### config.mk
export PLATFORM = sky130hd
export DESIGN_NAME = mbist_march_ctrl
export DESIGN_NICKNAME = d
export VERILOG_FILES = /design/src/rtl/mbist_march_ctrl.sv
export SDC_FILE = /design/constraint.sdc
export NUM_CORES = 1
export LEC_CHECK = 0
export BUFFER_PORTS_ARGS = -buffer_cell sky130_fd_sc_hd__buf_2
export CAP_MARGIN = 20
export CORE_UTILIZATION = 50
export CTS_BUF_LIST = sky130_fd_sc_hd__clkbuf_2
export DETAILED_ROUTE_END_ITERATION = 7
export PLACE_DENSITY_LB_ADDON = 0.12
export REMOVE_ABC_BUFFERS = 1
export SLEW_MARGIN = 10
export SYNTH_ARGS = -nofsm -noshare
export SYNTH_HDL_FRONTEND = slang
export SYNTH_SLANG_ARGS = --single-unit
### constraint.sdc
create_clock -name clk -period 2.3 [get_ports clk]
set_clock_uncertainty 0.2 [all_clocks]
set_input_delay 0.46 -clock clk [delete_from_list [all_inputs] [get_ports clk]]
set_output_delay 0.46 -clock clk [all_outputs]
set_load 0.02 [all_outputs]
### src/rtl/mbist_march_ctrl.sv
// March C- memory BIST controller: sequences six march elements over addresses 0..LAST_ADDR
// and compares read data through a 2-stage pipeline matching the memory read latency.
module mbist_march_ctrl #(
    parameter int unsigned DATA_WIDTH = 8,
    parameter int unsigned ADDR_WIDTH = 4,
    parameter int unsigned LAST_ADDR  = 15
) (
    input  logic                  clk,
    input  logic                  rst_n,
    input  logic                  start,
    output logic                  busy,
    output logic                  done,
    output logic                  fail,
    output logic [ADDR_WIDTH-1:0] fail_addr,
    output logic [DATA_WIDTH-1:0] fail_data,
    output logic [DATA_WIDTH-1:0] fail_exp,
    output logic                  mem_write_read,
    output logic [ADDR_WIDTH-1:0] mem_address,
    output logic [DATA_WIDTH-1:0] mem_wdata,
    input  logic [DATA_WIDTH-1:0] mem_rdata
);

    localparam logic [ADDR_WIDTH-1:0] LAST     = ADDR_WIDTH'(LAST_ADDR);
    localparam logic [ADDR_WIDTH-1:0] ADDR_ONE = ADDR_WIDTH'(1);
    localparam logic [DATA_WIDTH-1:0] ONES     = {DATA_WIDTH{1'b1}};

    typedef enum logic [2:0] {
        StIdle, StSetup, StRead, StWrite, StDrain, StDone
    } state_e;

    state_e                state_q, state_d;
    logic [2:0]            elem_q, elem_d;
    logic [ADDR_WIDTH-1:0] addr_q, addr_d;
    logic                  drain_q, drain_d;
    logic                  accept;
    logic                  at_end;
    logic [ADDR_WIDTH-1:0] addr_step;

    logic                  v1_q, v2_q;
    logic [ADDR_WIDTH-1:0] a1_q, a2_q;
    logic [DATA_WIDTH-1:0] e1_q, e2_q;
    logic                  fail_q;
    logic [ADDR_WIDTH-1:0] fail_addr_q;
    logic [DATA_WIDTH-1:0] fail_data_q, fail_exp_q;

    // Element table: M0..M5 of March C-.
    function automatic logic elem_up(input logic [2:0] e);
        return (e == 3'd0) || (e == 3'd1) || (e == 3'd2) || (e == 3'd5);
    endfunction

    function automatic logic elem_has_read(input logic [2:0] e);
        return e != 3'd0;
    endfunction

    function automatic logic elem_has_write(input logic [2:0] e);
        return e != 3'd5;
    endfunction

    function automatic logic [DATA_WIDTH-1:0] elem_wval(input logic [2:0] e);
        return ((e == 3'd1) || (e == 3'd3)) ? ONES : '0;
    endfunction

    function automatic logic [DATA_WIDTH-1:0] elem_rexp(input logic [2:0] e);
        return ((e == 3'd2) || (e == 3'd4)) ? ONES : '0;
    endfunction

    function automatic logic [ADDR_WIDTH-1:0] elem_start(input logic [2:0] e);
        return elem_up(e) ? '0 : LAST;
    endfunction

    always_comb begin
        at_end    = elem_up(elem_q) ? (addr_q == LAST) : (addr_q == '0);
        addr_step = elem_up(elem_q) ? (addr_q + ADDR_ONE) : (addr_q - ADDR_ONE);
    end

    always_comb begin
        state_d = state_q;
        elem_d  = elem_q;
        addr_d  = addr_q;
        drain_d = drain_q;
        accept  = 1'b0;
        unique case (state_q)
            StIdle, StDone: begin
                if (start) begin
                    state_d = StSetup;
                    elem_d  = 3'd0;
                    addr_d  = '0;
                    accept  = 1'b1;
                end
            end
            StSetup: state_d = elem_has_read(elem_q) ? StRead : StWrite;
            StRead: begin
                if (elem_has_write(elem_q)) begin
                    state_d = StWrite;
                end else if (at_end) begin
                    state_d = StDrain;
                    drain_d = 1'b0;
                end else begin
                    addr_d = addr_step;
                end
            end
            StWrite: begin
                if (at_end) begin
                    elem_d  = elem_q + 3'd1;
                    addr_d  = elem_start(elem_q + 3'd1);
                    state_d = StSetup;
                end else begin
                    addr_d  = addr_step;
                    state_d = elem_has_read(elem_q) ? StRead : StWrite;
                end
            end
            StDrain: begin
                if (drain_q) begin
                    state_d = StDone;
                end else begin
                    drain_d = 1'b1;
                end
            end
            default: state_d = StIdle;
        endcase
    end

    // Memory-side outputs are purely state-decoded so reset forces them low immediately.
    always_comb begin
        busy           = (state_q == StSetup) || (state_q == StRead) ||
                         (state_q == StWrite) || (state_q == StDrain);
        done           = (state_q == StDone);
        mem_write_read = (state_q == StWrite);
        mem_address    = '0;
        mem_wdata      = '0;
        if ((state_q == StSetup) || (state_q == StRead) || (state_q == StWrite)) begin
            mem_address = addr_q;
            mem_wdata   = elem_wval(elem_q);
        end
        fail      = fail_q;
        fail_addr = fail_addr_q;
        fail_data = fail_data_q;
        fail_exp  = fail_exp_q;
    end

    always_ff @(posedge clk or negedge rst_n) begin
        if (!rst_n) begin
            state_q     <= StIdle;
            elem_q      <= 3'd0;
            addr_q      <= '0;
            drain_q     <= 1'b0;
            v1_q        <= 1'b0;
            v2_q        <= 1'b0;
            a1_q        <= '0;
            a2_q        <= '0;
            e1_q        <= '0;
            e2_q        <= '0;
            fail_q      <= 1'b0;
            fail_addr_q <= '0;
            fail_data_q <= '0;
            fail_exp_q  <= '0;
        end else begin
            state_q <= state_d;
            elem_q  <= elem_d;
            addr_q  <= addr_d;
            drain_q <= drain_d;
            v1_q    <= (state_q == StRead);
            a1_q    <= addr_q;
            e1_q    <= elem_rexp(elem_q);
            v2_q    <= v1_q;
            a2_q    <= a1_q;
            e2_q    <= e1_q;
            if (accept) begin
                fail_q      <= 1'b0;
                fail_addr_q <= '0;
                fail_data_q <= '0;
                fail_exp_q  <= '0;
            end else if (v2_q && (mem_rdata != e2_q) && !fail_q) begin
                fail_q      <= 1'b1;
                fail_addr_q <= a2_q;
                fail_data_q <= mem_rdata;
                fail_exp_q  <= e2_q;
            end
        end
    end

endmodule

Word-level counts from Yosys, hierarchy flattened
Cells that the tools add are included.
Storage, ports and cells
  register bits after elaboration: 58
  bits of input ports: 11
  output and inout port bits: 36
Cells by class
  add/subtract/negate cells: 3
  eq/ne operators: 23
  mux-type cells: 35
  reductions and logical operators: 28
Operators by type and width (number)
  two-way mux 8 bit: 7
  two-way mux 4 bit: 9
  two-way mux 3 bit: 6
  equality test 3 x 2 -> 1 bit, second input constant: 5
  equality test 3 bit, second input constant: 5
  one-hot mux 3 bit (5 select lines): 1
  one-hot mux 4 bit (3 select lines): 1
  logical OR 1 bit: 11
  inequality test 2 bit, second input constant: 5
  equality test 3 x 1 -> 1 bit, second input constant: 3
  zero test 3 bit: 3
  AND reduction 3 bit: 3
  two-way mux 1 bit: 8
  inequality test 8 bit: 1
  inequality test 3 bit, second input constant: 2
  one-hot mux 3 bit (2 select lines): 1
  nonzero test 2 bit: 3
  nonzero test 3 bit: 2
  adder 4 x 1 -> 4 bit, second input constant: 1
  equality test 4 bit, second input constant: 1
  zero test 4 bit: 1
  AND reduction 4 bit: 1
  subtractor 4 x 1 -> 4 bit, second input constant: 1
  adder 3 x 1 -> 3 bit, second input constant: 1
  other kinds (6): 7

Depth between registers and ports, before layout
Gate-level depths: netlist of the first run.
  depth after elaboration: 8
  gate-level depth with buffers: 8
  gate-level depth less buffers: 7

Least setup slack after synthesis of the first run
No wires, ideal clock.
  kind: register to output
  start: register state_q[1]
  end: output mem_wdata[1]
  arrival time: 1.905 ns
  required time: 1.640 ns
  slack: -0.265 ns
  cell stages (with the launch flop): 5
  path buffers: 2
  cells stage by stage: dfrtp_1 clkbuf_1 nor2_1 nor3_1 buf_4
Between the ends
  cells in the longest elaborated chain, start to end: 4
  elaborated cells on any way between the ends: 6
Ends and longest elaborated chain
  start: declaration: RTL line 31  | state_e state_q, state_d;
  start signal: assignment: RTL line 143  | state_q <= StIdle;
  start signal: assignment: RTL line 158  | state_q <= state_d;
  equality test 3 x 1 -> 1 bit / equality test 3 x 2 -> 1 bit (equally long branches): RTL line 131  | if ((state_q == StSetup) || (state_q == StRead) || (state_q == StWrite)) begin
  logical OR 1 bit: RTL line 131
  logical OR 1 bit *: RTL line 131
  two-way mux 8 bit *: RTL line 131
  end: declaration: RTL line 19  | output logic [DATA_WIDTH-1:0] mem_wdata,
Every way passes the cells marked *; elsewhere a longest branch is shown, timed or not.

Final worst setup path of the first run
  start: register elem_q[2]
  end: output mem_wdata[2]
Between the ends
  cells in the longest elaborated chain, start to end: 4
  elaborated cells on any way between the ends: 5
Ends and longest elaborated chain
  start: declaration: RTL line 32  | logic [2:0] elem_q, elem_d;
  start signal: assignment: RTL line 159  | elem_q <= elem_d;
  equality test 3 x 1 -> 1 bit / equality test 3 x 2 -> 1 bit (equally long branches): RTL line 60  | return ((e == 3'd1) || (e == 3'd3)) ? ONES : '0;
  logical OR 1 bit *: RTL line 60
  two-way mux 8 bit *: RTL line 60
  two-way mux 8 bit *: RTL line 131
Marks and branches as above.

==> impl_metrics.json, run 1 <==
{
  "outcome": "finished with violations",
  "violations": "setup timing",
  "vdd_drop_max_mv": 0.849,
  "layout_commonest_cell": "buf_2",
  "finalHoldViolations": 0,
  "synthToLayoutAreaGrowth_pct": 32.0,
  "dr.pass1.iters": 4,
  "mostFrequentLayoutCells": "buf_2, dfrtp_1, buf_4",
  "async_flop_share_pct": 100,
  "grt_pass1_wl_um": 6950,
  "timing.hold.ws_ns": 0.145,
  "n_antenna_cell": 0,
  "ant_nets": 0,
  "p_per_area_nw_per_um2": 1400,
  "final_max_slew_viol_count": 0,
  "cts.clk_slew.worst_paths_ns": 0.21,
  "drc": 0,
  "clkLatencyLatePin_ns": 0.39,
  "path_class": "reg -> out",
  "yosysWarnings": 0,
  "ys_seq_elements": 37,
  "clock-sinks": 37,
  "gp_congestion": 0.829,
  "cts_tree": "done",
  "synth_area_sq_um": 2010,
  "dp_hpwl_um": 2790,
  "initial_utilization_pct": 53.4,
  "worst_slew_pin_slew_ns": 0.802,
  "die_area_sq_um": 4280,
  "path_max_fanout": 8,
  "antenna_found_initial": 0,
  "clockRootBuffer": "clkbuf_2",
  "finalSetupViolations": 8,
  "viasPerCell": 5.37,
  "syn_area_per_cell_sq_um": 9.97,
  "r2r-end": "addr_q[2]$_DFFE_PN0P_",
  "holdCritStartpoint": "mem_rdata[3]",
  "synth.distinct_cells": 47,
  "min_path_type": "in -> reg",
  "htreeDepth": 2,
  "crit_required_ns": 1.64,
  "rsz0062_at_grt": "yes",
  "period_needed_ns": 2.44,
  "postSynthCellCount": 202,
  "vias": 1681,
  "grt_overflow": 0,
  "reg2reg_slack_ns": 0.05,
  "route.final.wire_length_um": 4510,
  "dieHeight_um": 65.5,
  "setup_ws_ns": -0.143,
  "ys_seq_area_share_pct": 46.0,
  "holdPathEnd": "fail_data[3]$_DFFE_PN0P_",
  "worstHoldPathCells": 3,
  "grt_max_degree": 38,
  "core_sq_um": 3770,
  "rows": 22,
  "postLayoutCellArea_sq_um": 2660,
  "cts_max_path_buffers": 2,
  "die_w_um": 65.5,
  "fin_crit_sh_pct": 106,
  "wl_per_cell_um": 14.4,
  "ff2ff_path_depth": 8,
  "finalNetCount": 283,
  "numPortBuffers": 46,
  "grt_pass1_vias": 1546,
  "synth_edf_count": 0,
  "crit_arrival_ns": 1.78,
  "p_leak_nw": 1.36,
  "final_core_util_pct": 70.5,
  "maxCapViolations": 0,
  "dpl_cell_area_sq_um": 2270,
  "numCtsBuffers": 5,
  "ys.flop_type": "dfrtp_1",
  "drt-initial-drc-count": 71,
  "crit_path_start_kind": "flop",
  "rr_startpoint": "elem_q[1]$_DFFE_PN0P_",
  "crit_path_end_kind": "output port",
  "timing.fmax_mhz": 409,
  "io_pins": 47,
  "slew_headroom_pct": 46.5,
  "drive_gt1_share_pct": 41.9,
  "grtUsageTotal_pct": 21.5
}
synthesized netlist by cell type (all sizes together), types with 2 or more instances:
cell type | count | area share (%)
a21oi | 15 | 3.9
and2 | 5 | 1.6
buf | 17 | 6.3
clkbuf | 5 | 0.93
dfrtp | 37 | 46
ha | 7 | 4.4
inv | 8 | 1.5
mux2 | 3 | 1.9
mux2i | 14 | 7.0
nand2 | 8 | 1.5
nand2b | 4 | 1.2
nand3 | 6 | 1.5
nand3b | 2 | 0.75
nand4 | 2 | 0.62
nor2 | 25 | 4.7
nor2b | 3 | 0.93
nor3 | 7 | 1.7
o21ai | 9 | 2.2
xnor2 | 3 | 1.3
per-layer routing:
metal  track usage, %  share of wire, %  vias to the layer above
met3             3.47               4.8                       12
met4             9.51               2.1                        0
met1             27.6                43                      814
li1                 -                 -                      803
met2             35.6                50                       52
met5                0                 0                        -
final cells by class:
class                           count  area (sq um)
Fill cell                         296          1110
Clock buffer                        5          25.0
Sequential cell                    37           930
Multi-Input combinational cell    135          1040
Tap cell                           48          60.1
Inverter                            8          32.5
Timing Repair Buffer               77           504
Clock inverter                      3          68.8
power breakdown:
| group | internal (mW) | total [mW] | switching [mW] |
|---|---|---|---|
| Clock | 0.297 | 0.528 | 0.231 |
| Combinational | 0.945 | 2.13 | 1.18 |
| Sequential | 0.921 | 1.05 | 0.134 |
| Total | 2.16 | 3.71 | 1.55 |
worst max-delay path by stage:
stage,start,end,slack (ns)
floorplan,elem_q[0]$_DFFE_PN0P_,mem_wdata[0],-2.35
global placement,start,addr_q[3]$_DFFE_PN0P_,0.10
detailed placement,elem_q[1]$_DFFE_PN0P_,addr_q[3]$_DFFE_PN0P_,0.07
CTS,elem_q[0]$_DFFE_PN0P_,mem_wdata[2],-0.13
global route,elem_q[0]$_DFFE_PN0P_,mem_wdata[1],-0.22
finish,elem_q[2]$_DFFE_PN0P_,mem_wdata[2],-0.14
what timing repair did:
item / in CTS / in global routing
resized for setup: 28 / 12
buffers inserted: 8 / 9
endpoints found under the setup margin: 14 / 17
pin swaps: 4 / 6
hold buffers: 1 / 0
hold endpoints to repair: 37 / 0
registers in the layout, summed over array words and instances, names as in the netlist:
| signal | count |
|---|---|
| drain_q | 1 |
| state_q | 3 |
| a2_q | 4 |
| elem_q | 3 |
| a1_q | 4 |
| e1_q | 1 |
| fail | 1 |
| addr_q | 4 |
| fail_data | 8 |
| fail_exp | 1 |
| fail_addr | 4 |
| v2_q | 1 |
| e2_q | 1 |
| v1_q | 1 |
worst max-delay path: stages (launching register included):
cell,delay (ns)
dfrtp_1,0.44
buf_4,0.17
inv_4,0.10
ha_4,0.17
a21oi_4,0.04
nor3_4,0.18
buf_6,0.15
buf_4,0.14
per-stage QoR:
stage / TNS [ns] / cells / worst slack (ns) / power, mW
floorplan: -18.78 / 180 / -2.35 / 2.19
global placement: 0 / 288 / 0.102 / 2.72
detailed placement: 0 / 288 / 0.0652 / 2.76
CTS: -1.01 / 304 / -0.132 / 3.47
global route: -1.83 / 313 / -0.225 / 3.96
finish: -1.09 / 313 / -0.143 / 3.71
logic make-up after synthesis:
kind of cell | Yosys count | synth area share [%]
compound gates | 36 | 12.1
xor+xnor | 4 | 1.74
simple gates | 70 | 17.3
fa+ha+maj | 8 | 5.34
flops | 37 | 46.0
mux | 17 | 8.82
buf+inv | 30 | 8.70
No activity file was read; power rests on OpenSTA's default activity.
==> inputs of run 2 (changes only) <==
--- a/config.mk
+++ b/config.mk
@@ -12,6 +12,7 @@
 export DETAILED_ROUTE_END_ITERATION = 7
 export PLACE_DENSITY_LB_ADDON = 0.12
 export REMOVE_ABC_BUFFERS = 1
+export SETUP_SLACK_MARGIN = 0.1
 export SLEW_MARGIN = 10
 export SYNTH_ARGS = -nofsm -noshare
 export SYNTH_HDL_FRONTEND = slang
==> impl_metrics.json, run 2 (synthesis results as in run 1) <==
{
  "outcome": "finished with violations",
  "violations": "setup timing",
  "power_frac_comb_pct": 58.3,
  "dieHeight_um": 65.5,
  "layout_commonest_cell": "buf_2",
  "reg2reg_slack_ns": 0.11,
  "slew_headroom_pct": 46.6,
  "cts_tree": "done",
  "switchingPower_mw": 1.59,
  "switching_share_pct": 41.6,
  "period_needed_ns": 2.37,
  "htreeDepth": 2,
  "drt-initial-drc-count": 98,
  "clockRootBuffer": "clkbuf_2",
  "cp_top_family": "flip-flops",
  "layout.cells.non_filler": 313,
  "crit_path_end_kind": "output port",
  "dpl_cell_area_sq_um": 2270,
  "core_sq_um": 3770,
  "dp_cells": 288,
  "min_path_type": "in -> reg",
  "clock-sinks": 37,
  "fin_crit_sh_pct": 103,
  "viasPerCell": 5.40,
  "vias": 1691,
  "vdd_drop_max_mv": 0.980,
  "maxCapViolations": 0,
  "crit_path_start_kind": "flop",
  "rr_startpoint": "elem_q[1]$_DFFE_PN0P_",
  "mostFrequentLayoutCells": "buf_2, dfrtp_1, buf_4",
  "path_class": "reg -> out",
  "clkLatencyLatePin_ns": 0.39,
  "die_area_sq_um": 4280,
  "p_total_mw": 3.83,
  "setup_ws_ns": -0.0730,
  "cp_common_cell": "buf_6",
  "place_ws_ns": 0.0652,
  "drive_gt1_share_pct": 43.4,
  "path_max_fanout": 8,
  "finalHoldViolations": 0,
  "drc": 0,
  "grt_overflow": 0,
  "critPathLaunch": "elem_q[0]$_DFFE_PN0P_",
  "path_buf_inv": 3,
  "ff2ff_path_depth": 8,
  "grt_pass1_wl_um": 7310,
  "largest_reg_flops": 8,
  "gp_congestion": 0.829,
  "critPathMaxStageDelay_ns": 0.44,
  "crit_required_ns": 1.64,
  "timing.hold.ws_ns": 0.138,
  "initial_utilization_pct": 53.4,
  "cts.clk_slew.worst_paths_ns": 0.20,
  "power_frac_seq_pct": 27.8,
  "dr.pass1.iters": 5,
  "die_w_um": 65.5,
  "wl_per_cell_um": 14.6,
  "grtUsageTotal_pct": 22.6,
  "synthToLayoutAreaGrowth_pct": 34.2,
  "timing.fmax_mhz": 421,
  "ant_nets": 0,
  "rsz0062_at_grt": "yes",
  "p_per_area_nw_per_um2": 1420,
  "crit_arrival_ns": 1.71,
  "path_cells": "buf_6 -> ha_4 -> ha_4 -> a21oi_4 -> nor3_2 -> buf_6 -> buf_6",
  "grt_pass1_vias": 1632,
  "clkPwrFrac_pct": 13.9,
  "numPortBuffers": 46,
  "p_leak_nw": 1.37,
  "worstSetupPathDepth": 7,
  "finalSetupViolations": 8,
  "dp_hpwl_um": 2790,
  "r2r-end": "addr_q[3]$_DFFE_PN0P_",
  "io_pins": 47,
  "slowest_stage": "dfrtp_1",
  "final_max_slew_viol_count": 0,
  "n_antenna_cell": 0,
  "route.final.wire_length_um": 4570,
  "p_int_mw": 2.23,
  "postLayoutCellArea_sq_um": 2700,
  "worst_slew_pin_slew_ns": 0.801,
  "finalSetupTns_ns": -0.574,
  "finalNetCount": 283,
  "numCtsBuffers": 5,
  "cp-endpoint": "mem_wdata[5]",
  "final_core_util_pct": 71.6,
  "antenna_found_initial": 0,
  "rows": 22,
  "grt_max_degree": 38,
  "cts_max_path_buffers": 2
}
[run 2: cell counts in the layout (fill, tap and decap cells not counted)]
No cell type changed its count.
[run 2: metal layers]
layer	GRT usage [%]	vias to the layer above	wire length (um)
met5	0	-	0
met4	9.51	0	50
met3	3.99	6	238
met2	38.3	66	2360
met1	28.3	815	1920
li1	-	804	-
[run 2: what timing repair did]
item,4_1_cts,5_1_grt
endpoints found under the hold margin,37,0
setup endpoints to repair,16,22
hold buffers,1,0
cloned,0,0
buffers inserted,11,5
resized for setup,39,12
pin swaps,5,6
[run 2: worst min path at each step]
stage	from	endpoint	depth (start not counted)
2_1_floorplan	rst_n	a1_q[0]$_DFF_PN0_	0
3_3_place_gp	a1_q[1]$_DFF_PN0_	a2_q[1]$_DFF_PN0_	0
3_5_place_dp	a1_q[2]$_DFF_PN0_	a2_q[2]$_DFF_PN0_	0
4_1_cts	start	state_q[2]$_DFFE_PN0P_	2
5_1_grt	start	state_q[2]$_DFFE_PN0P_	2
6_report	start	state_q[2]$_DFFE_PN0P_	2
[run 2: layout make-up]
type,instances,area (sq um)
multi-input cells,135,1050
well taps,48,60.1
flip-flops and latches,37,930
inverters,8,32.5
fillers,286,1070
clock buffers,5,25.0
repair buffers,77,533
clock inverters,3,68.8
[run 2: worst reg2reg max path, cell delays in order, from the launching register on]
cell and delay, ns:
dfrtp_2 0.50, buf_6 0.14, mux2_4 0.30, buf_4 0.17
ha_4 0.22, a21oi_2 0.17, xnor2_2 0.10, and3_4 0.18
o31ai_2 0.17
[run 2: power by group through the flow]
stage	combinational [mW]	clock, mW	sequential (mW)
4_1_cts	2.02	0.538	1.06
6_report	2.23	0.531	1.07
2_1_floorplan	0.915	0	1.27
5_1_grt	2.41	0.567	1.10
3_5_place_dp	1.70	0	1.07
3_3_place_gp	1.67	0	1.05
==> inputs of run 3 (changes only) <==
--- a/config.mk
+++ b/config.mk
@@ -10,7 +10,7 @@
 export CORE_UTILIZATION = 50
 export CTS_BUF_LIST = sky130_fd_sc_hd__clkbuf_2
 export DETAILED_ROUTE_END_ITERATION = 7
-export PLACE_DENSITY_LB_ADDON = 0.12
+export PLACE_DENSITY = 0.75
 export REMOVE_ABC_BUFFERS = 1
 export SETUP_SLACK_MARGIN = 0.1
 export SLEW_MARGIN = 10
==> impl_metrics.json, run 3 (synthesis results as in run 1) <==
{
  "gp_congestion": 0.923,
  "final_max_slew_viol_count": 0,
  "layout_commonest_cell": "buf_2",
  "rr_startpoint": "elem_q[1]$_DFFE_PN0P_",
  "cp-endpoint": "mem_wdata[0]",
  "grt_pass1_vias": 1553,
  "nFillCells": 251,
  "cts.clk_slew.worst_paths_ns": 0.20,
  "initial_utilization_pct": 53.4,
  "worst_slew_pin_slew_ns": 0.550,
  "ff2ff_path_depth": 7,
  "power_frac_seq_pct": 29.0,
  "dpl_cell_area_sq_um": 2280,
  "vdd_drop_max_mv": 0.853,
  "postLayoutCellArea_sq_um": 2730,
  "dr.pass1.iters": 5,
  "setup_ws_ns": -0.0852,
  "numPortBuffers": 46,
  "largest_reg_flops": 8,
  "rows": 22,
  "viasPerCell": 5.61,
  "cts_tree": "done",
  "finalSetupTns_ns": -0.668,
  "min_path_type": "in -> reg",
  "place_ws_ns": 0.0491,
  "grt_max_degree": 38,
  "crit_arrival_ns": 1.73,
  "dieHeight_um": 65.5,
  "clkPwrFrac_pct": 8.3,
  "slew_headroom_pct": 63.1,
  "crit_required_ns": 1.64,
  "period_needed_ns": 2.39,
  "die_w_um": 65.5,
  "n_antenna_cell": 0,
  "clockRootBuffer": "clkbuf_2",
  "p_per_area_nw_per_um2": 1360,
  "r2r-end": "elem_q[0]$_DFFE_PN0P_",
  "p_leak_nw": 1.39,
  "crit_path_end_kind": "output port",
  "power_frac_comb_pct": 62.7,
  "cts_max_path_buffers": 2,
  "grt_pass1_wl_um": 7230,
  "timing.fmax_mhz": 419,
  "antenna_found_initial": 0,
  "mostFrequentLayoutCells": "buf_2, dfrtp_1, buf_4",
  "path_class": "reg -> out",
  "rsz0062_at_grt": "yes",
  "grtUsageTotal_pct": 22.7,
  "core_sq_um": 3770,
  "finalHoldViolations": 0,
  "wl_per_cell_um": 15.8,
  "htreeDepth": 2,
  "final_core_util_pct": 72.4,
  "p_int_mw": 2.05,
  "die_area_sq_um": 4280,
  "drive_gt1_share_pct": 45.1,
  "route.final.wire_length_um": 5080,
  "crit_path_start_kind": "flop",
  "numCtsBuffers": 5,
  "finalSetupViolations": 8,
  "critPathLaunch": "elem_q[0]$_DFFE_PN0P_",
  "switching_share_pct": 44.6,
  "synthToLayoutAreaGrowth_pct": 35.6,
  "path_max_fanout": 8,
  "clkLatencyLatePin_ns": 0.40,
  "reg2reg_slack_ns": 0.02,
  "switchingPower_mw": 1.65,
  "clock-sinks": 37,
  "finalNetCount": 291,
  "drc": 0,
  "io_pins": 47,
  "maxCapViolations": 0,
  "grt_overflow": 0,
  "vias": 1802,
  "ant_nets": 0,
  "dp_hpwl_um": 2760,
  "fin_crit_sh_pct": 104,
  "violations": "setup timing",
  "outcome": "finished with violations",
  "drt-initial-drc-count": 127
}
==> run 3: cell types whose count changed in the layout (fill, tap and decap cells not counted), moves of 2 or more <==
cell	before	now
buf_2	37	35
buf_4	27	34
bufinv_16	2	0
inv_1	6	4
inv_2	1	3
==> run 3: layout make-up <==
class                           instances  area, sq um  share of cell area [%]
Clock buffer                            5         25.0                   0.917
Clock inverter                          3         17.5                   0.642
Inverter                                8         32.5                    1.19
Multi-Input combinational cell        135         1040                    38.2
Sequential cell                        37          930                    34.1
Tap cell                               48         60.1                    2.20
Timing Repair Buffer                   85          622                    22.8
==> run 3: routing by layer <==
metal / share of wire (%) / wire (um) / track usage, %
met3: 9.5 / 483 / 4.86
met1: 41 / 2070 / 30.4
met2: 46 / 2330 / 35.3
met4: 3.9 / 199 / 10.1
met5: 0 / 0 / 0
==> run 3: power by group through the flow <==
| stage | logic (mW) | registers, mW | clock network (mW) |
|---|---|---|---|
| after global routing | 2.49 | 1.10 | 0.351 |
| after floorplan | 0.915 | 1.27 | 0 |
| after CTS | 1.97 | 1.07 | 0.304 |
| after global placement | 1.67 | 1.07 | 0 |
| final | 2.32 | 1.07 | 0.308 |
| after detailed placement | 1.69 | 1.07 | 0 |
==> run 3: worst min path at each step <==
stage / start / endpoint / cells past startpoint
after floorplan: rst_n / a1_q[0]$_DFF_PN0_ / 0
after detailed placement: v1_q$_DFF_PN0_ / v2_q$_DFF_PN0_ / 0
final: mem_rdata[2] / fail_data[2]$_DFFE_PN0P_ / 3
after global placement: a1_q[0]$_DFF_PN0_ / a2_q[0]$_DFF_PN0_ / 0
after global routing: start / state_q[2]$_DFFE_PN0P_ / 2
after CTS: start / state_q[2]$_DFFE_PN0P_ / 2
==> run 3: worst max-delay path, stage by stage (launching register included) <==
cell and delay (ns):
dfrtp_1 0.44, buf_6 0.14, ha_4 0.15, ha_4 0.16, a21oi_4 0.11, nor3_2 0.05, buf_6 0.14, buf_6 0.13
==> run 3: what timing repair did <==
action	4_1_cts	5_1_grt
pin swaps	3	10
cloned	0	0
hold endpoints to repair	37	0
hold buffers	1	0
setup buffers	9	15
gates resized for setup	39	22
setup endpoints to repair	15	22
==> run 3: per-stage QoR <==
step,power (mW),hold slack [ns],std cells
floorplan,2.19,-0.0356,180
finish,3.71,0.118,321
global placement,2.74,0.133,288
detailed placement,2.77,0.137,288
global route,3.95,0.0746,321
CTS,3.34,0.112,306
